[src/rtl/clock_pkg.sv]
// Shared definitions for the time digit sequencer: FSM state encoding,
// per-digit limits and the hour range for the selected hour mode.
// Build option: define HOUR_24_EN for a 00..23 hour range; otherwise 01..12.
package clock_pkg;

  localparam int STATE_W = 3;

  typedef enum logic [STATE_W-1:0] {
    IDLE  = 3'd0,
    SEC_O = 3'd1,
    SEC_T = 3'd2,
    MIN_O = 3'd3,
    MIN_T = 3'd4,
    HR    = 3'd5,
    DONE  = 3'd6
  } state_e;

  // Highest value a ones digit / a seconds-minutes tens digit may hold.
  localparam logic [3:0] ONES_MAX = 4'd9;
  localparam logic [3:0] TENS_MAX = 4'd5;

`ifdef HOUR_24_EN
  // 00..23, wrap 23 -> 00, reset to 00.
  localparam logic [3:0] HR_MAX_T = 4'd2;
  localparam logic [3:0] HR_MAX_O = 4'd3;
  localparam logic [3:0] HR_MIN_T = 4'd0;
  localparam logic [3:0] HR_MIN_O = 4'd0;
  localparam logic [3:0] HR_RST_T = 4'd0;
  localparam logic [3:0] HR_RST_O = 4'd0;
`else
  // 01..12, wrap 12 -> 01, reset to 12.
  localparam logic [3:0] HR_MAX_T = 4'd1;
  localparam logic [3:0] HR_MAX_O = 4'd2;
  localparam logic [3:0] HR_MIN_T = 4'd0;
  localparam logic [3:0] HR_MIN_O = 4'd1;
  localparam logic [3:0] HR_RST_T = 4'd1;
  localparam logic [3:0] HR_RST_O = 4'd2;
`endif

endpackage

[src/rtl/CLA4.sv]
// 4-bit carry-lookahead adder. Carry-out is not provided: the sequencer only
// ever increments a BCD digit that is below 9, so the sum never overflows.
module CLA4 (
  input  logic [3:0] a,
  input  logic [3:0] b,
  input  logic       cin,
  output logic [3:0] sum
);

  logic [3:0] p;
  logic [2:0] g;
  logic [3:0] c;

  // Propagate/generate terms and flattened lookahead carries.
  always_comb begin
    p    = a ^ b;
    g    = a[2:0] & b[2:0];
    c[0] = cin;
    c[1] = g[0] | (p[0] & cin);
    c[2] = g[1] | (p[1] & g[0]) | (p[1] & p[0] & cin);
    c[3] = g[2] | (p[2] & g[1]) | (p[2] & p[1] & g[0]) | (p[2] & p[1] & p[0] & cin);
    sum  = p ^ c;
  end

endmodule

[src/rtl/time_digit_sequencer.sv]
// BCD hh:mm:ss clock that updates one digit per cycle through a single shared
// incrementer. tick advances seconds with full carry, adj_min bumps minutes
// without hour carry, adj_hr bumps hours. One tick may queue while busy.
// Build option: HOUR_24_EN selects a 00..23 hour range (default 01..12).
//
// Handshake: tick/adj_min/adj_hr are single-cycle request pulses with no
// ready; a request is taken when sampled on a rising edge. busy is high while
// a sequence runs, done pulses for the single completing cycle, tick_miss
// pulses the cycle after a tick was dropped because one was already queued.
module time_digit_sequencer
  import clock_pkg::*;
(
  input  logic               clk,
  input  logic               rst,
  input  logic               tick,
  input  logic               adj_min,
  input  logic               adj_hr,
  output logic [3:0]         sec_o,
  output logic [3:0]         sec_t,
  output logic [3:0]         min_o,
  output logic [3:0]         min_t,
  output logic [3:0]         hr_o,
  output logic [3:0]         hr_t,
  output logic               busy,
  output logic               done,
  output logic               tick_miss,
  output logic [STATE_W-1:0] state_dbg
);

  state_e     state_q, state_d;
  logic       pending_q, pending_d;
  logic       seq_min_q, seq_min_d;
  logic       busy_q, busy_d;
  logic       done_q, done_d;
  logic       tick_miss_q, tick_miss_d;
  logic [3:0] sec_o_q, sec_o_d, sec_t_q, sec_t_d;
  logic [3:0] min_o_q, min_o_d, min_t_q, min_t_d;
  logic [3:0] hr_o_q, hr_o_d, hr_t_q, hr_t_d;
  logic [3:0] cla_a, cla_sum;

  // Route the digit owned by the current state into the shared incrementer.
  always_comb begin
    cla_a = 4'd0;
    unique case (state_q)
      SEC_O:   cla_a = sec_o_q;
      SEC_T:   cla_a = sec_t_q;
      MIN_O:   cla_a = min_o_q;
      MIN_T:   cla_a = min_t_q;
      HR:      cla_a = hr_o_q;
      default: cla_a = 4'd0;
    endcase
  end

  CLA4 u_cla4 (
    .a   (cla_a),
    .b   (4'd0),
    .cin (1'b1),
    .sum (cla_sum)
  );

  // Next-state, digit writes, tick queueing and registered status outputs.
  always_comb begin
    state_d     = state_q;
    pending_d   = pending_q;
    seq_min_d   = seq_min_q;
    tick_miss_d = 1'b0;
    sec_o_d     = sec_o_q;
    sec_t_d     = sec_t_q;
    min_o_d     = min_o_q;
    min_t_d     = min_t_q;
    hr_o_d      = hr_o_q;
    hr_t_d      = hr_t_q;

    // A tick that cannot start now is queued once; a second one is dropped.
    if (tick) begin
      if (pending_q)            tick_miss_d = 1'b1;
      else if (state_q != IDLE) pending_d   = 1'b1;
    end

    unique case (state_q)
      IDLE: begin
        if (pending_q) begin
          state_d   = SEC_O;
          pending_d = 1'b0;
          seq_min_d = 1'b0;
        end else if (tick) begin
          state_d   = SEC_O;
          seq_min_d = 1'b0;
        end else if (adj_hr) begin
          state_d   = HR;
          seq_min_d = 1'b0;
        end else if (adj_min) begin
          state_d   = MIN_O;
          seq_min_d = 1'b1;
        end
      end
      SEC_O: begin
        if (sec_o_q < ONES_MAX) begin
          sec_o_d = cla_sum;
          state_d = DONE;
        end else begin
          sec_o_d = 4'd0;
          state_d = SEC_T;
        end
      end
      SEC_T: begin
        if (sec_t_q < TENS_MAX) begin
          sec_t_d = cla_sum;
          state_d = DONE;
        end else begin
          sec_t_d = 4'd0;
          state_d = MIN_O;
        end
      end
      MIN_O: begin
        if (min_o_q < ONES_MAX) begin
          min_o_d = cla_sum;
          state_d = DONE;
        end else begin
          min_o_d = 4'd0;
          state_d = MIN_T;
        end
      end
      MIN_T: begin
        if (min_t_q < TENS_MAX) begin
          min_t_d = cla_sum;
          state_d = DONE;
        end else begin
          // Minute adjust never carries into the hour field.
          min_t_d = 4'd0;
          state_d = seq_min_q ? DONE : HR;
        end
      end
      HR: begin
        // Hours move as one field: ones via the adder, tens via compares.
        if (hr_t_q == HR_MAX_T && hr_o_q == HR_MAX_O) begin
          hr_t_d = HR_MIN_T;
          hr_o_d = HR_MIN_O;
        end else if (hr_o_q == ONES_MAX) begin
          hr_o_d = 4'd0;
          hr_t_d = (hr_t_q == 4'd0) ? 4'd1 : 4'd2;
        end else begin
          hr_o_d = cla_sum;
        end
        state_d = DONE;
      end
      DONE:    state_d = IDLE;
      default: state_d = IDLE;
    endcase

    busy_d = (state_d != IDLE);
    done_d = (state_d == DONE);
  end

  // State and digit registers with synchronous reset.
  always_ff @(posedge clk) begin
    if (rst) begin
      state_q     <= IDLE;
      pending_q   <= 1'b0;
      seq_min_q   <= 1'b0;
      busy_q      <= 1'b0;
      done_q      <= 1'b0;
      tick_miss_q <= 1'b0;
      sec_o_q     <= 4'd0;
      sec_t_q     <= 4'd0;
      min_o_q     <= 4'd0;
      min_t_q     <= 4'd0;
      hr_o_q      <= HR_RST_O;
      hr_t_q      <= HR_RST_T;
    end else begin
      state_q     <= state_d;
      pending_q   <= pending_d;
      seq_min_q   <= seq_min_d;
      busy_q      <= busy_d;
      done_q      <= done_d;
      tick_miss_q <= tick_miss_d;
      sec_o_q     <= sec_o_d;
      sec_t_q     <= sec_t_d;
      min_o_q     <= min_o_d;
      min_t_q     <= min_t_d;
      hr_o_q      <= hr_o_d;
      hr_t_q      <= hr_t_d;
    end
  end

  assign sec_o     = sec_o_q;
  assign sec_t     = sec_t_q;
  assign min_o     = min_o_q;
  assign min_t     = min_t_q;
  assign hr_o      = hr_o_q;
  assign hr_t      = hr_t_q;
  assign busy      = busy_q;
  assign done      = done_q;
  assign tick_miss = tick_miss_q;
  assign state_dbg = state_q;

endmodule
[config.mk]
export PLATFORM = sky130hd
export DESIGN_NAME = time_digit_sequencer
export DESIGN_NICKNAME = d
export VERILOG_FILES = /design/src/rtl/clock_pkg.sv /design/src/rtl/CLA4.sv /design/src/rtl/time_digit_sequencer.sv
export SDC_FILE = /design/constraint.sdc
export NUM_CORES = 1
export LEC_CHECK = 0
export ABC_AREA = 0
export CAP_MARGIN = 25
export CORE_UTILIZATION = 40
export CTS_CLUSTER_SIZE = 40
export DETAILED_ROUTE_END_ITERATION = 8
export GPL_TIMING_DRIVEN = 0
export PLACE_DENSITY = 0.65
export SETUP_SLACK_MARGIN = 0.02
export SYNTH_ARGS = -nofsm -noshare
export SYNTH_HDL_FRONTEND = slang
export SYNTH_SLANG_ARGS = --single-unit
[constraint.sdc]
create_clock -name clk -period 4.4 [get_ports clk]
set_input_delay 0.88 -clock clk [delete_from_list [all_inputs] [get_ports clk]]
set_output_delay 0.88 -clock clk [all_outputs]
set_load 0.005 [all_outputs]
== Yosys cells after proc, flatten, opt, wreduce, memory -nomap -nowiden ==
Cells that the tools add are included.
Word-level totals
  flip-flop bits (word level): 32
Operators by class
  bitwise operators: 5
  muxes and demuxes: 30
  reduce and logical (&&, ||, !) cells: 10
  magnitude comparators: 4
  eq/ne operators: 9
Operators by type and width (count)
  $mux W4: 8
  $pmux W4 S5: 1
  $mux W3: 6
  $pmux W3 S6: 1
  $mux W1: 10
  $eq A3 B3 Y1 const B: 3
  $lt A4 B3 Y1 const B: 2
  $lt A4 B4 Y1 const B: 2
  $mux W2: 4
  $eq A3 B2 Y1 const B: 2
  $reduce_bool A3 Y1: 2
  $eq A4 B1 Y1 const B: 1
  $eq A4 B2 Y1 const B: 1
  $eq A4 B4 Y1 const B: 1
  $logic_not A4 Y1: 1
  $reduce_and A2 Y1: 2
  $reduce_bool A4 Y1: 1
  $xor A4 B4 Y4: 1
  $and A1 B1 Y1: 3
  $eq A3 B1 Y1 const B: 1
  $logic_not A3 Y1: 1
  $reduce_bool A2 Y1: 1
  $reduce_or A2 Y1: 1
  $logic_and A1 B1 Y1: 1
  $not A1 Y1: 1

== Depth between registers and ports, before layout ==
Gate-level depths: netlist of the first run.
  word-level depth: 7
  gate-level depth with buffers: 10
  depth with buffers taken out: 9

== By module ==
A second synthesis of the first run with hierarchy kept.
Unflattened totals
  cell total of the unflattened synthesis: 198
  area total of the unflattened synthesis: 1746.7 µm²
By module, submodules not included
  time_digit_sequencer: cells an instance 181, area each 1597.8 µm², times used 1
  CLA4: cells an instance 17, area each 148.9 µm², times used 1

== Worst setup path after synthesis of the first run ==
Ideal clock, no wire load.
  path kind: register to register
  start point: register state_q[1] (netlist: state_dbg[1])
  end point: register min_t_q[2] (netlist: min_t[2])
  cell stages (with the launch flop): 11
  slack: 2.382 ns
  arrival: 1.889 ns
  period minus slack after synthesis: 2.018 ns
  required time: 4.271 ns
  cells stage by stage: dfxtp_1 buf_2 inv_1 ha_1 and2_4 nand3b_4 inv_1 ha_1 nor2b_1 mux2i_1 o21ai_0
Between the ends
  cells in the longest elaborated chain, start to end: 5
  elaborated cells between the ends (all ways): 9
  those cells by class: eq/ne: 5; mux: 2; bitwise: 2
RTL lines
  start: declaration: line time_digit_sequencer.sv:30  | state_e state_q, state_d;
  start signal: assignment: line time_digit_sequencer.sv:171  | state_q <= state_d;
  $eq A3 B3 Y1 (tied with other cells): line time_digit_sequencer.sv:44  | unique case (state_q)
  $pmux W4 S5: line time_digit_sequencer.sv:44
  $and A1 B1 Y1: line CLA4.sv:20  | c[2] = g[1] | (p[1] & g[0]) | (p[1] & p[0] & cin);
  $xor A4 B4 Y4: line CLA4.sv:22  | sum = p ^ c;
  $mux W4: line time_digit_sequencer.sv:125  | if (min_t_q < TENS_MAX) begin
  end signal: assignment: line time_digit_sequencer.sv:180  | min_t_q <= min_t_d;
  end: declaration: line time_digit_sequencer.sv:37  | logic [3:0] min_o_q, min_o_d, min_t_q, min_t_d;
Parallel ways exist; a longest one is shown, timed or not.
A chain may end at the register's enable or synchronous reset.

== Worst setup path in the final report of the first run ==
Ends and elaborated chain as after synthesis.

==> impl_metrics.env, run 1 <==
export IMPL_status="finished clean"
export IMPL_grt_max_degree=11
export IMPL_grt_pass1_wl_um=7162
export IMPL_critical_path_required_ns=4.55
export IMPL_die_h_um=65.77
export IMPL_max_vdd_ir_drop_v=0.0002881
export IMPL_tns_ns=0
export IMPL_fin_crit_sh=0.5741
export IMPL_grt_setup_unrepaired="no"
export IMPL_dieArea_um2=4326
export IMPL_drive_gt1_frac=0.09623
export IMPL_cts_root_buf="clkbuf_8"
export IMPL_critPathLaunchType="register"
export IMPL_grt_overflow=0
export IMPL_clock_fmax_mhz=395.8
export IMPL_cpPeakStageDelay_ns=0.47
export IMPL_synth_top_family_by_area="simple AND/OR/NAND/NOR gates"
export IMPL_fin_nets=246
export IMPL_worst_path_max_delay_cell="dfxtp_1"
export IMPL_finalMaxSlewViolations=0
export IMPL_core_um2=3771
export IMPL_synth_fa_ha_area_frac=0.02308
export IMPL_hold_class="register to register"
export IMPL_slew_headroom=0.6362
export IMPL_path_buf_inv=3
export IMPL_ys_ff_latch=30
export IMPL_finalSetupViolations=0
export IMPL_period_needed_ns=2.526
export IMPL_wirelength_um=4245
export IMPL_place_hpwl_um=3207
export IMPL_hold_viol=0
export IMPL_clock_path_buffers=2
export IMPL_synth_xor_area_frac=0
export IMPL_cts_sinks=30
export IMPL_worstSetupPathType="register to register"
export IMPL_insertion_delay_ns=0.28
export IMPL_crit_arrival_ns=2.68
export IMPL_dr_first_iter_drc_count=88
export IMPL_yosys_warnings=0
export IMPL_drc=0
export IMPL_powerDensity_nw_per_um2=529.8
export IMPL_grt_pass1_vias=1450
export IMPL_diodes=0
export IMPL_numPortBuffers=32
export IMPL_viasPerCell=5.467
export IMPL_path_clk_slew_ns=0.07
export IMPL_whs_ns=0.4483
export IMPL_synth_edf_count=0
export IMPL_die_w_um=65.77
export IMPL_yosys_cell_types_count=50
export IMPL_area_growth_pct=29.46
export IMPL_numCtsBuffers=5
export IMPL_maxCapViolCount=0
export IMPL_start_util=0.4313
export IMPL_end_kind="register"
export IMPL_post_synth_cell_area_avg_um2=8.215
export IMPL_rows=22
export IMPL_grt_antenna_before_repair=0
export IMPL_cts_tree="yes"
export IMPL_dr_pass1_iters=4
export IMPL_ios=35
export IMPL_syn_area_um2=1627
export IMPL_path_max_fanout=10
export IMPL_cts_setup_buffers=0
export IMPL_seq_area_frac_synth=0.3692
export IMPL_synthCells=198
export IMPL_synth_compound_area_share=0.2046
export IMPL_crit_path_cell_trace="buf_2 > inv_1 > ha_1 > and2_4 > nand3b_4 > inv_1 > ha_1 > nor2b_1 > mux2i_1 > o21ai_0"
export IMPL_via_count=1569
export IMPL_n_fill_cell=365
export IMPL_muxShareOfSynthArea=0.03846
export IMPL_synthSimpleGateAreaFrac=0.3115
export IMPL_cts_resized_gates=0
export IMPL_postCtsHoldBufs=0
export IMPL_skew_ns=0.004141
export IMPL_drtAntennaViolNets=0
export IMPL_p_leak_nw=0.7711
export IMPL_crit_family="simple AND/OR/NAND/NOR gates"
export IMPL_synthFlopType="dfxtp_1"
export IMPL_wl_per_cell_um=14.79
export IMPL_worst_slew_pin_slew_ns=0.5416
export IMPL_track_usage=0.2212
export IMPL_htreeDepth=2
export IMPL_finalWeightedCongestion=0.8362
export IMPL_synthArstFlopShare=0
## cell usage in the layout (no fill, tap or decap), types with 3 or more instances in the layout
| master | synthesis | layout |
|---|---|---|
| clkdlybuf4s50_1 | 0 | 32 |
| dfxtp_1 | 30 | 30 |
| nor2_1 | 21 | 21 |
| nand2_1 | 20 | 20 |
| a21oi_1 | 15 | 15 |
| nor3_1 | 11 | 11 |
| nand3b_1 | 8 | 8 |
| nand3_1 | 8 | 8 |
| inv_1 | 7 | 7 |
| o21ai_0 | 7 | 7 |
| clkbuf_8 | 0 | 6 |
| mux2i_1 | 4 | 4 |
| buf_2 | 3 | 3 |
| buf_4 | 3 | 3 |
| clkbuf_1 | 3 | 3 |
| o2bb2ai_1 | 3 | 3 |
| nor2b_1 | 3 | 3 |
| o21a_1 | 3 | 3 |
| nor3b_1 | 3 | 3 |
| a22oi_1 | 3 | 3 |
| ha_1 | 3 | 3 |
## per-stage QoR
stage	utilization	setup slack (ns)	cells	area, um2	power (mW)
after floorplan	-	2.382	199	1630	0.7077
after global placement	0.5332	1.803	279	2011	0.8795
after detailed placement	0.5332	1.806	279	2011	0.8821
after CTS	0.5584	1.873	287	2106	1.114
after global routing	0.5584	1.684	287	2106	1.190
final	0.5584	1.874	287	2106	1.116
## path summary, 6_finish.rpt
check | start | endpoint | slack (ns) | cells after the start
worst max-delay path | state_dbg[1]$_SDFF_PP0_ | min_t[2]$_SDFFE_PP0N_ | 1.87 | 10
worst min-delay path | pending_q$_SDFF_PP0_ | tick_miss$_SDFF_PP0_ | 0.45 | 2
worst min register to register | pending_q$_SDFF_PP0_ | tick_miss$_SDFF_PP0_ | 0.45 | 2
worst max register to register | state_dbg[1]$_SDFF_PP0_ | min_t[2]$_SDFFE_PP0N_ | 1.87 | 10
## worst reg2reg max path, cell delays in order (launching register included)
cell,delay [ns]
dfxtp_1,0.47
buf_2,0.27
inv_1,0.09
ha_1,0.29
and2_4,0.16
nand3b_4,0.20
inv_1,0.06
ha_1,0.18
nor2b_1,0.13
mux2i_1,0.40
o21ai_0,0.16
## sequential cells by signal, summed over array words and instances, names as in the netlist, 2 cells and up
register / cells
sec_o: 4
hr_t: 2
state_dbg: 3
sec_t: 4
hr_o: 4
min_t: 4
min_o: 4
## layout make-up
cell class / instances / area [um2] / area share
Buffer: 11 / 56.30 / 0.02674
Clock buffer: 6 / 82.58 / 0.03922
Clock inverter: 2 / 12.51 / 0.005942
Inverter: 7 / 26.28 / 0.01248
Multi-Input combinational cell: 151 / 947.2 / 0.4498
Sequential cell: 30 / 600.6 / 0.2852
Tap cell: 48 / 60.06 / 0.02852
Timing Repair Buffer: 32 / 320.3 / 0.1521
## where the power goes
part / internal [mW] / leakage [nW] / total, mW / switching, mW
clock network: 0.125 / 0.0472 / 0.232 / 0.106
logic: 0.240 / 0.480 / 0.517 / 0.277
registers: 0.318 / 0.244 / 0.367 / 0.0487
total: 0.684 / 0.771 / 1.12 / 0.432
## cell usage after synthesis (4+ instances only)
cell	count	area (um2)
dfxtp_1	30	600.6
o21ai_0	7	35.03
nor3_1	11	55.05
nand3b_1	8	60.06
nand2_1	20	75.07
mux2i_1	4	40.04
nor2_1	21	78.83
a21oi_1	15	75.07
inv_1	7	26.28
nand3_1	8	40.04
## routing by layer
metal  vias up  share of wire  global-route usage
li1        804              -                   -
met1       730           0.52              0.3217
met2        31           0.43              0.3227
met3         4          0.037             0.05690
met4         0         0.0090             0.04891
met5         -              0                   0
## cells by family after synthesis
group | count (synthesis)
multiplexers | 6
AO/OA/AOI/OAI | 48
buffers and inverters | 18
flip-flops | 30
AND/OR/NAND/NOR | 92
other | 1
adder cells (fa/ha/maj) | 3
(Power assumes the default switching activity.)
==> inputs of run 2 (changes only) <==
==> constraint.sdc (replaced) <==
create_clock -name clk -period 2.6 [get_ports clk]
set_input_delay 0.52 -clock clk [delete_from_list [all_inputs] [get_ports clk]]
set_output_delay 0.52 -clock clk [all_outputs]
set_load 0.005 [all_outputs]
==> run 2 against run 1 <==
  * Maximum frequency increased by 8.0%
  * Clock-buffer cell count unchanged
  * Routed wire length increased by 0.24%
  * Sequential share of layout area decreased by 0.17 points
  * Flip-flop and latch count unchanged
  * Total power increased by 69%
  * Core utilization increased by 0.33 points
  * Global-route usage unchanged
  * Non-clock buffer count unchanged
  * Via count increased by 0.64%
  * Hold slack about the same
  * Largest cell class unchanged
  * Largest power group unchanged
==> impl_metrics.env, run 2 (same netlist as run 1, synthesis figures left out) <==
export IMPL_swShare=0.3866
export IMPL_wirelength_um=4255
export IMPL_tns_ns=0
export IMPL_layout_commonest_cell="clkdlybuf4s50_1"
export IMPL_dieArea_um2=4326
export IMPL_drtAntennaViolNets=0
export IMPL_clock_fmax_mhz=427.5
export IMPL_powerDensity_nw_per_um2=891.1
export IMPL_grt_max_degree=11
export IMPL_cts_sinks=30
export IMPL_die_w_um=65.77
export IMPL_drive_gt1_frac=0.1004
export IMPL_p_comb_frac=0.463
export IMPL_die_h_um=65.77
export IMPL_cts_root_buf="clkbuf_8"
export IMPL_cpPeakStageDelay_ns=0.47
export IMPL_end_kind="register"
export IMPL_layout_common_cells="32 x clkdlybuf4s50_1, 30 x dfxtp_1, 21 x nor2_1"
export IMPL_crit_path_cell_trace="buf_2 > inv_1 > ha_1 > and2_4 > nand3b_4 > inv_1 > ha_1 > nor2b_1 > mux2i_4 > o21ai_0"
export IMPL_grt_setup_unrepaired="no"
export IMPL_crit_arrival_ns=2.50
export IMPL_grt_antenna_before_repair=0
export IMPL_grt_pass1_wl_um=7162
export IMPL_finalSetupViolations=0
export IMPL_slew_headroom=0.6359
export IMPL_n_fill_cell=365
export IMPL_via_count=1579
export IMPL_ios=35
export IMPL_path_buf_inv=3
export IMPL_insertion_delay_ns=0.28
export IMPL_place_hpwl_um=3207
export IMPL_grt_pass1_vias=1450
export IMPL_finalWeightedCongestion=0.8362
export IMPL_rows=22
export IMPL_dr_pass1_iters=4
export IMPL_worst_slew_pin_slew_ns=0.5420
export IMPL_fin_crit_sh=0.8997
export IMPL_whs_ns=0.4483
export IMPL_max_vdd_ir_drop_v=0.0004876
export IMPL_worst_path_max_delay_cell="dfxtp_1"
export IMPL_numCtsBuffers=5
export IMPL_diodes=0
export IMPL_p_int_mw=1.158
export IMPL_multi_input_area_um2=959.7
export IMPL_period_needed_ns=2.339
export IMPL_dr_first_iter_drc_count=94
export IMPL_grt_overflow=0
export IMPL_cts_tree="yes"
export IMPL_path_max_fanout=10
export IMPL_status="finished clean"
export IMPL_numPortBuffers=32
export IMPL_path_clk_slew_ns=0.07
export IMPL_start_util=0.4313
export IMPL_clock_path_buffers=2
export IMPL_critPathLaunchType="register"
export IMPL_core_um2=3771
export IMPL_hold_class="register to register"
export IMPL_worstSetupPathType="register to register"
export IMPL_htreeDepth=2
export IMPL_cts_setup_buffers=0
export IMPL_seq_area_um2=600.6
export IMPL_skew_ns=0.004422
export IMPL_maxCapViolCount=0
export IMPL_viasPerCell=5.502
export IMPL_seq_power_share=0.329
export IMPL_area_growth_pct=30.23
export IMPL_hold_viol=0
export IMPL_fin_nets=246
export IMPL_wl_per_cell_um=14.83
export IMPL_track_usage=0.2212
export IMPL_drc=0
export IMPL_switchingPower_uw=729.7
export IMPL_crit_family="simple AND/OR/NAND/NOR gates"
export IMPL_finalMaxSlewViolations=0
export IMPL_p_leak_nw=0.7736
export IMPL_pwr_share_clk=0.208
export IMPL_critical_path_required_ns=2.76
==> run 2: cell count changes in the layout (fill, tap and decap cells not counted) <==
| cell | previous run | this run |
|---|---|---|
| mux2i_4 | 0 | 1 |
| mux2i_1 | 4 | 3 |
==> run 2: layout make-up <==
type / count / share of cell area
clock inverter: 2 / 0.005907
multi-input combinational: 151 / 0.4530
inverter: 7 / 0.01240
clock buffer: 6 / 0.03898
tap: 48 / 0.02835
sequential: 30 / 0.2835
buffer: 11 / 0.02658
timing repair buffer: 32 / 0.1512
==> run 2: per-stage QoR <==
stage	setup slack, ns	cell area (um2)	utilization	power, mW	cells
after floorplan	0.5822	1630	-	1.198	199
after global placement	0.1419	2011	0.5332	1.488	279
after detailed placement	0.09198	2011	0.5332	1.493	279
after CTS	0.07307	2106	0.5584	1.885	287
after global routing	0.07910	2118	0.5617	2.014	287
final	0.2608	2118	0.5617	1.888	287
==> run 2: per-layer routing <==
layer  wire length, um  vias to the layer above  part of all wire  track usage
met5                 0                        -                 0            0
met4                38                        0            0.0089      0.04891
met3               178                        4             0.042      0.05690
met2              1837                       31              0.43       0.3227
met1              2201                      740              0.52       0.3217
li1                  -                      804                 -            -
==> run 2: final timing paths <==
kind | cells after the start | start | endpoint | slack (ns)
hold / removal | 2 | pending_q$_SDFF_PP0_ | tick_miss$_SDFF_PP0_ | 0.45
hold reg to reg | 2 | pending_q$_SDFF_PP0_ | tick_miss$_SDFF_PP0_ | 0.45
setup reg to reg | 10 | state_dbg[1]$_SDFF_PP0_ | min_t[2]$_SDFFE_PP0N_ | 0.26
setup / recovery | 10 | state_dbg[1]$_SDFF_PP0_ | min_t[2]$_SDFFE_PP0N_ | 0.26
==> run 2: worst reg2reg max path: stages, from the launching register on <==
cell      delay [ns]
dfxtp_1         0.47
buf_2           0.27
inv_1           0.09
ha_1            0.29
and2_4          0.16
nand3b_4        0.20
inv_1           0.06
ha_1            0.18
nor2b_1         0.15
mux2i_4         0.24
o21ai_0         0.12
==> run 2: power by group through the flow <==
stage / Combinational (mW) / Sequential (mW) / Clock [mW]
after floorplan: 0.581 / 0.617 / 0
after global placement: 0.860 / 0.628 / 0
after detailed placement: 0.864 / 0.629 / 0
after CTS: 0.867 / 0.619 / 0.399
after global routing: 0.960 / 0.634 / 0.420
final: 0.874 / 0.621 / 0.392
==> run 2: timing repair <==
action,in CTS,in global routing
setup endpoints to repair,0,5
hold buffers,0,0
gates resized for setup,0,2
==> inputs of run 3 (changes only) <==
--- a/config.mk
+++ b/config.mk
@@ -8,6 +8,7 @@
 export ABC_AREA = 0
 export CAP_MARGIN = 25
 export CORE_UTILIZATION = 40
+export CTS_BUF_LIST = sky130_fd_sc_hd__clkbuf_8 sky130_fd_sc_hd__clkbuf_16
 export CTS_CLUSTER_SIZE = 40
 export DETAILED_ROUTE_END_ITERATION = 8
 export GPL_TIMING_DRIVEN = 0
==> results of run 3 <==
Final layout, timing and power as in run 2 (identical DEF).
